==> src/rtl/fetch_pkg.sv <==
// fetch_pkg: shared widths, fetch entry type and the empty/reset instruction value
package fetch_pkg;
  localparam int DEF_ADDR_W = 32;
  localparam int DEF_DATA_W = 32;
  localparam logic [DEF_DATA_W-1:0] NOP_INSTR = '0;
  typedef struct packed {
    logic [DEF_ADDR_W-1:0] pc;
    logic [DEF_DATA_W-1:0] instr;
  } fetch_entry_t;
endpackage

==> src/rtl/fetch_fifo.sv <==
// fetch_fifo: synchronous {pc, instr} FIFO with push/pop/clear and occupancy count
module fetch_fifo
  import fetch_pkg::*;
#(
  parameter int ADDR_W = DEF_ADDR_W,
  parameter int DATA_W = DEF_DATA_W,
  parameter int DEPTH = 4,
  localparam int PW = $clog2(DEPTH),
  localparam int CW = PW + 1
) (
  input  logic              clk,
  input  logic              reset,
  input  logic              clear,
  input  logic              push,
  input  logic [ADDR_W-1:0] push_pc,
  input  logic [DATA_W-1:0] push_instr,
  input  logic              pop,
  output logic [ADDR_W-1:0] head_pc,
  output logic [DATA_W-1:0] head_instr,
  output logic [CW-1:0]     count
);
  logic [ADDR_W-1:0] mem_pc [DEPTH];
  logic [DATA_W-1:0] mem_instr [DEPTH];
  logic [PW-1:0] wr_ptr, rd_ptr;

  // Empty FIFO presents a NOP at pc 0 so decode never sees stale words
  always_comb begin
    head_pc = count != 0 ? mem_pc[rd_ptr] : '0;
    head_instr = count != 0 ? mem_instr[rd_ptr] : DATA_W'(NOP_INSTR);
  end

  // Storage and pointers; clear (flush) wins over push and pop
  always_ff @(posedge clk or negedge reset) begin
    if (!reset) begin
      wr_ptr <= '0;
      rd_ptr <= '0;
      count <= '0;
      for (int i = 0; i < DEPTH; i++) begin
        mem_pc[i] <= '0;
        mem_instr[i] <= DATA_W'(NOP_INSTR);
      end
    end else if (clear) begin
      wr_ptr <= '0;
      rd_ptr <= '0;
      count <= '0;
    end else begin
      if (push) begin
        mem_pc[wr_ptr] <= push_pc;
        mem_instr[wr_ptr] <= push_instr;
        wr_ptr <= wr_ptr + PW'(1);
      end
      if (pop) rd_ptr <= rd_ptr + PW'(1);
      count <= count + CW'(push) - CW'(pop);
    end
  end
endmodule

==> src/rtl/instr_fetch_unit.sv <==
// instr_fetch_unit: issues 1-cycle imem reads for PC requests and buffers results for decode
module instr_fetch_unit
  import fetch_pkg::*;
#(
  parameter int ADDR_W = DEF_ADDR_W,
  parameter int DATA_W = DEF_DATA_W,
  parameter int DEPTH = 4,
  localparam int CW = $clog2(DEPTH) + 1
) (
  input  logic              clk,
  input  logic              reset,
  input  logic [ADDR_W-1:0] pc_addr,
  input  logic              pc_valid,
  input  logic              flush,
  output logic              fetch_stall,
  output logic              imem_rd_en,
  output logic [ADDR_W-1:0] imem_addr,
  input  logic [DATA_W-1:0] imem_rdata,
  output logic [DATA_W-1:0] instr,
  output logic [ADDR_W-1:0] instr_pc,
  output logic              instr_valid,
  input  logic              instr_ready,
  output logic [CW-1:0]     occupancy
);
  logic inflight_valid;
  logic [ADDR_W-1:0] last_addr;
  logic accept, push, pop;

  // Credit stall reserves a FIFO slot for the in-flight read; reset masks the strobe
  always_comb begin
    fetch_stall = (occupancy + CW'(inflight_valid)) >= CW'(DEPTH);
    accept = reset && pc_valid && !fetch_stall && !flush;
    imem_rd_en = accept;
    imem_addr = accept ? pc_addr : last_addr;
    push = inflight_valid && !flush;
    pop = instr_valid && instr_ready;
    instr_valid = occupancy != 0;
  end

  // In-flight stage; last_addr doubles as the pc of the outstanding read
  always_ff @(posedge clk or negedge reset) begin
    if (!reset) begin
      inflight_valid <= 1'b0;
      last_addr <= '0;
    end else begin
      inflight_valid <= accept;
      if (accept) last_addr <= pc_addr;
    end
  end

  fetch_fifo #(.ADDR_W(ADDR_W), .DATA_W(DATA_W), .DEPTH(DEPTH)) u_fifo (
    .clk(clk),
    .reset(reset),
    .clear(flush),
    .push(push),
    .push_pc(last_addr),
    .push_instr(imem_rdata),
    .pop(pop),
    .head_pc(instr_pc),
    .head_instr(instr),
    .count(occupancy)
  );
endmodule

==> config.mk <==
export PLATFORM = sky130hd
export DESIGN_NAME = instr_fetch_unit
export DESIGN_NICKNAME = d
export VERILOG_FILES = /design/src/rtl/fetch_pkg.sv /design/src/rtl/fetch_fifo.sv /design/src/rtl/instr_fetch_unit.sv
export SDC_FILE = /design/constraint.sdc
export NUM_CORES = 1
export LEC_CHECK = 0
export ABC_CLOCK_PERIOD_IN_PS = 4900
export CORE_UTILIZATION = 60
export CTS_BUF_LIST = sky130_fd_sc_hd__clkbuf_4 sky130_fd_sc_hd__clkbuf_8 sky130_fd_sc_hd__clkbuf_16
export CTS_CLUSTER_SIZE = 30
export DETAILED_ROUTE_END_ITERATION = 10
export GPL_TIMING_DRIVEN = 0
export HOLD_SLACK_MARGIN = 0.15
export PLACE_DENSITY = 0.84
export SLEW_MARGIN = 20
export SYNTH_ARGS = -nofsm -noshare
export SYNTH_HDL_FRONTEND = slang
export SYNTH_SLANG_ARGS = --single-unit
==> constraint.sdc <==
create_clock -name clk -period 4.9 [get_ports clk]
set_input_delay 0.98 -clock clk [delete_from_list [all_inputs] [get_ports clk]]
set_output_delay 0.98 -clock clk [all_outputs]
set_load 0.005 [all_outputs]
==> results.md <==
* Reg clk slew, reported paths at 60 ps
* Startpoint types: input pin
* Final Util at 75.1%
* Post-synthesis mux area share at 39.9%
* Highest Clock Rate at 218 MHz
* Worst EP required at 3920 ps
* Post-route DRC at 0
* Post-synth top area cell: dfrtp_1
* Layout Nets at 1,087
* Slew @ Worst Pin at 759 ps
* Final setup fails at 0
* Via Count at 7,589
* Drt pass-1 iters at 5
* Cell area after synthesis at 14,400 um^2
* Commonest cells after routing, fill and taps aside: dfrtp_1 (296), mux2_4 (269), clkdlybuf4s50_1 (168)
* Final Non-Filler Cells at 1,355
* CTS tree: done
* Hold crit path type: in -> async
* First-pass GRT wire length at 47,700 um
* Commonest non-fill, non-tap cell in the layout: dfrtp_1
* Initial antenna violation count at 0
* Setup ws final at 305 ps
* Synth Area in Simple Gates at between 4 and 5%
* Status: complete, no violations
* Iteration-0 DRC Markers at ~330
* Final hold viol count at 0
* Clock sink count at 296
* # rows at 56
* Hold WS at 328 ps
* Synth cell types at 29
* Max Cap Violations at 0
* Hold_buf cts at 0
* Hpwl dp at about 19,000 um
* Synth Area in XOR/XNOR at less than 1%
* Root buffer cell: clkbuf_16
* Antenna viol nets, final at 0
* RSZ-0062 raised after global routing: false
* Clock period minus final worst setup slack at 4590 ps
* Post-synth top area share at between 50% and 60%
* Post-synthesis sequential area ratio at between 50% and 60%
* # diodes at 0
* Max_slew headroom at 49.4%
* Synthesized flop and latch total at 296
* Number of global-route vias before repair at 8,365
* Worst Path Max Fanout at 73
* Worst Clk Skew at 18.6 ps
* Mapped Nets at 879
* Total negative slack at 0 ps
* Area fraction in compound gates after synthesis at 0.113%
* Avg Inst Size Synth at 17.9 um^2
* Fin crit share at 93.8%
* Starting Density at 61.2%
* Ys Warns at 0
* DIE HEIGHT at 157 um
* Synth Area in Adders at less than 1%
* Worst EP arrival at 3610 ps
* Largest net degree at the start of global routing at 84
* Synth area leaders: dfrtp_1 (52%), mux2_4 (28%), mux4_2 (10%)
* Core area at 23,500 um^2
* Share of layout cells above drive strength 1 at 44.8%
* Area growth from synthesis to layout at 22.8%
* Routed WL per cell at 21.9 um
* Total wire length at 29,600 um
* Main combinational cell family by area after synthesis: multiplexers
* Lkg Pwr at 8.65 nW
* Total GRT Usage at 25.3%
* WS Path Type: in -> out
* Overflow after GRT at 0
* DR vias/cell at 5.60
* Placed Cells at 1,294
* PD cells at about 510 nW/um^2
* Clock tree buffer depth at 3
* CP Capture Type: output port
* PortBufs at 169
* Latest clock arrival within the worst-skew pair at about 560 ps
* Die W at between 150 and 200 um
* Max-slew violations at 0
* CTS Buf Count at 31
* Synth Instances at 803
* Routability cong. at 0.736
* IO Pins at 171
* CTS H-Tree Depth at 1
* Peak supply drop at 0.313 mV
* Die Footprint at 24,500 um^2
* DP Worst Slack at -182 ps
power breakdown:
part           internal [mW]  total, mW  switching, mW  leakage, nW
combinational           2.15       3.24           1.09         4.21
clock                   1.38       2.36          0.975        0.524
sequential              2.96       3.39          0.431         3.92
total                   6.49       8.99           2.50         8.65
final timing paths:
| path | start | endpoint | slack (ps) | depth (start not counted) |
|---|---|---|---|---|
| setup / recovery | reset | imem_addr[18] | 310 | 9 |
| min in group clk | u_fifo.mem_instr[68] | u_fifo.mem_instr[68] | 500 | 1 |
| max in group asynchronous | reset | u_fifo.count[0] | 3570 | 3 |
| hold / removal | reset | last_addr[15] | 330 | 1 |
| setup reg to reg | u_fifo.count[1] | u_fifo.count[2] | 2560 | 10 |
| hold reg to reg | u_fifo.mem_instr[68] | u_fifo.mem_instr[68] | 500 | 1 |
final cells by class:
class                   instances  area (um^2)
flip-flops and latches        296         7410
clock inverters                16          139
clock buffers                  42          896
repair buffers                175         1840
multi-input cells             450         6460
fillers                      1427         5850
inverters                       6         22.5
plain buffers                  51          460
well taps                     319          399
cells in the mapped netlist (all sizes together):
cell type / n
o311ai: 1
xnor2: 2
mux2: 288
dfrtp: 296
nand4b: 1
and2: 65
nor2: 6
nand3: 1
nand2: 4
fa: 1
xor2: 3
buf: 40
inv: 6
o31ai: 1
nor2b: 2
or3: 1
mux4: 64
mux2i: 2
ha: 6
clkbuf: 11
nand4bb: 1
nor3: 1
cell families after synthesis:
| group | Yosys count |
|---|---|
| multiplexers | 354 |
| flip-flops | 296 |
| AND/OR/NAND/NOR | 82 |
| buffers and inverters | 57 |
| adder cells (fa/ha/maj) | 7 |
| XOR/XNOR | 5 |
| AO/OA/AOI/OAI | 2 |
worst max-delay path, stage by stage:
cell	delay [ps]
buf_12	320
buf_16	270
buf_16	330
nand4b_1	250
mux2i_4	240
buf_12	170
buf_12	160
mux2_4	340
clkdlybuf4s50_1	450
through the flow:
| step | instance area [um^2] | total power, mW |
|---|---|---|
| after floorplan | 14400 | 5.16 |
| after global placement | 16400 | 6.58 |
| after detailed placement | 16500 | 6.64 |
| after CTS | 17600 | 9.06 |
| after global routing | 17600 | 9.44 |
| final | 17600 | 8.99 |
timing repair:
action | in CTS | in global routing
cloned | 0 | 1
gates resized for setup | 0 | 1
buffers inserted | 2 | 0
hold endpoints to repair | 0 | 0
endpoints found under the setup margin | 32 | 32
sequential cells by signal, summed over array words and instances (netlist names):
name,count
u_fifo.rd_ptr,2
u_fifo.mem_instr,128
u_fifo.mem_pc,128
inflight_valid,1
last_addr,32
u_fifo.count,3
u_fifo.wr_ptr,2
per-layer routing:
metal	vias to the layer above	GRT usage [%]	share of wire (%)
met4	0	5.84	2.0
met2	171	39.1	48
li1	3331	-	-
met5	-	0	0
met3	44	4.07	3.9
met1	4043	37.9	46
Power figures use the tool's default switching activity.
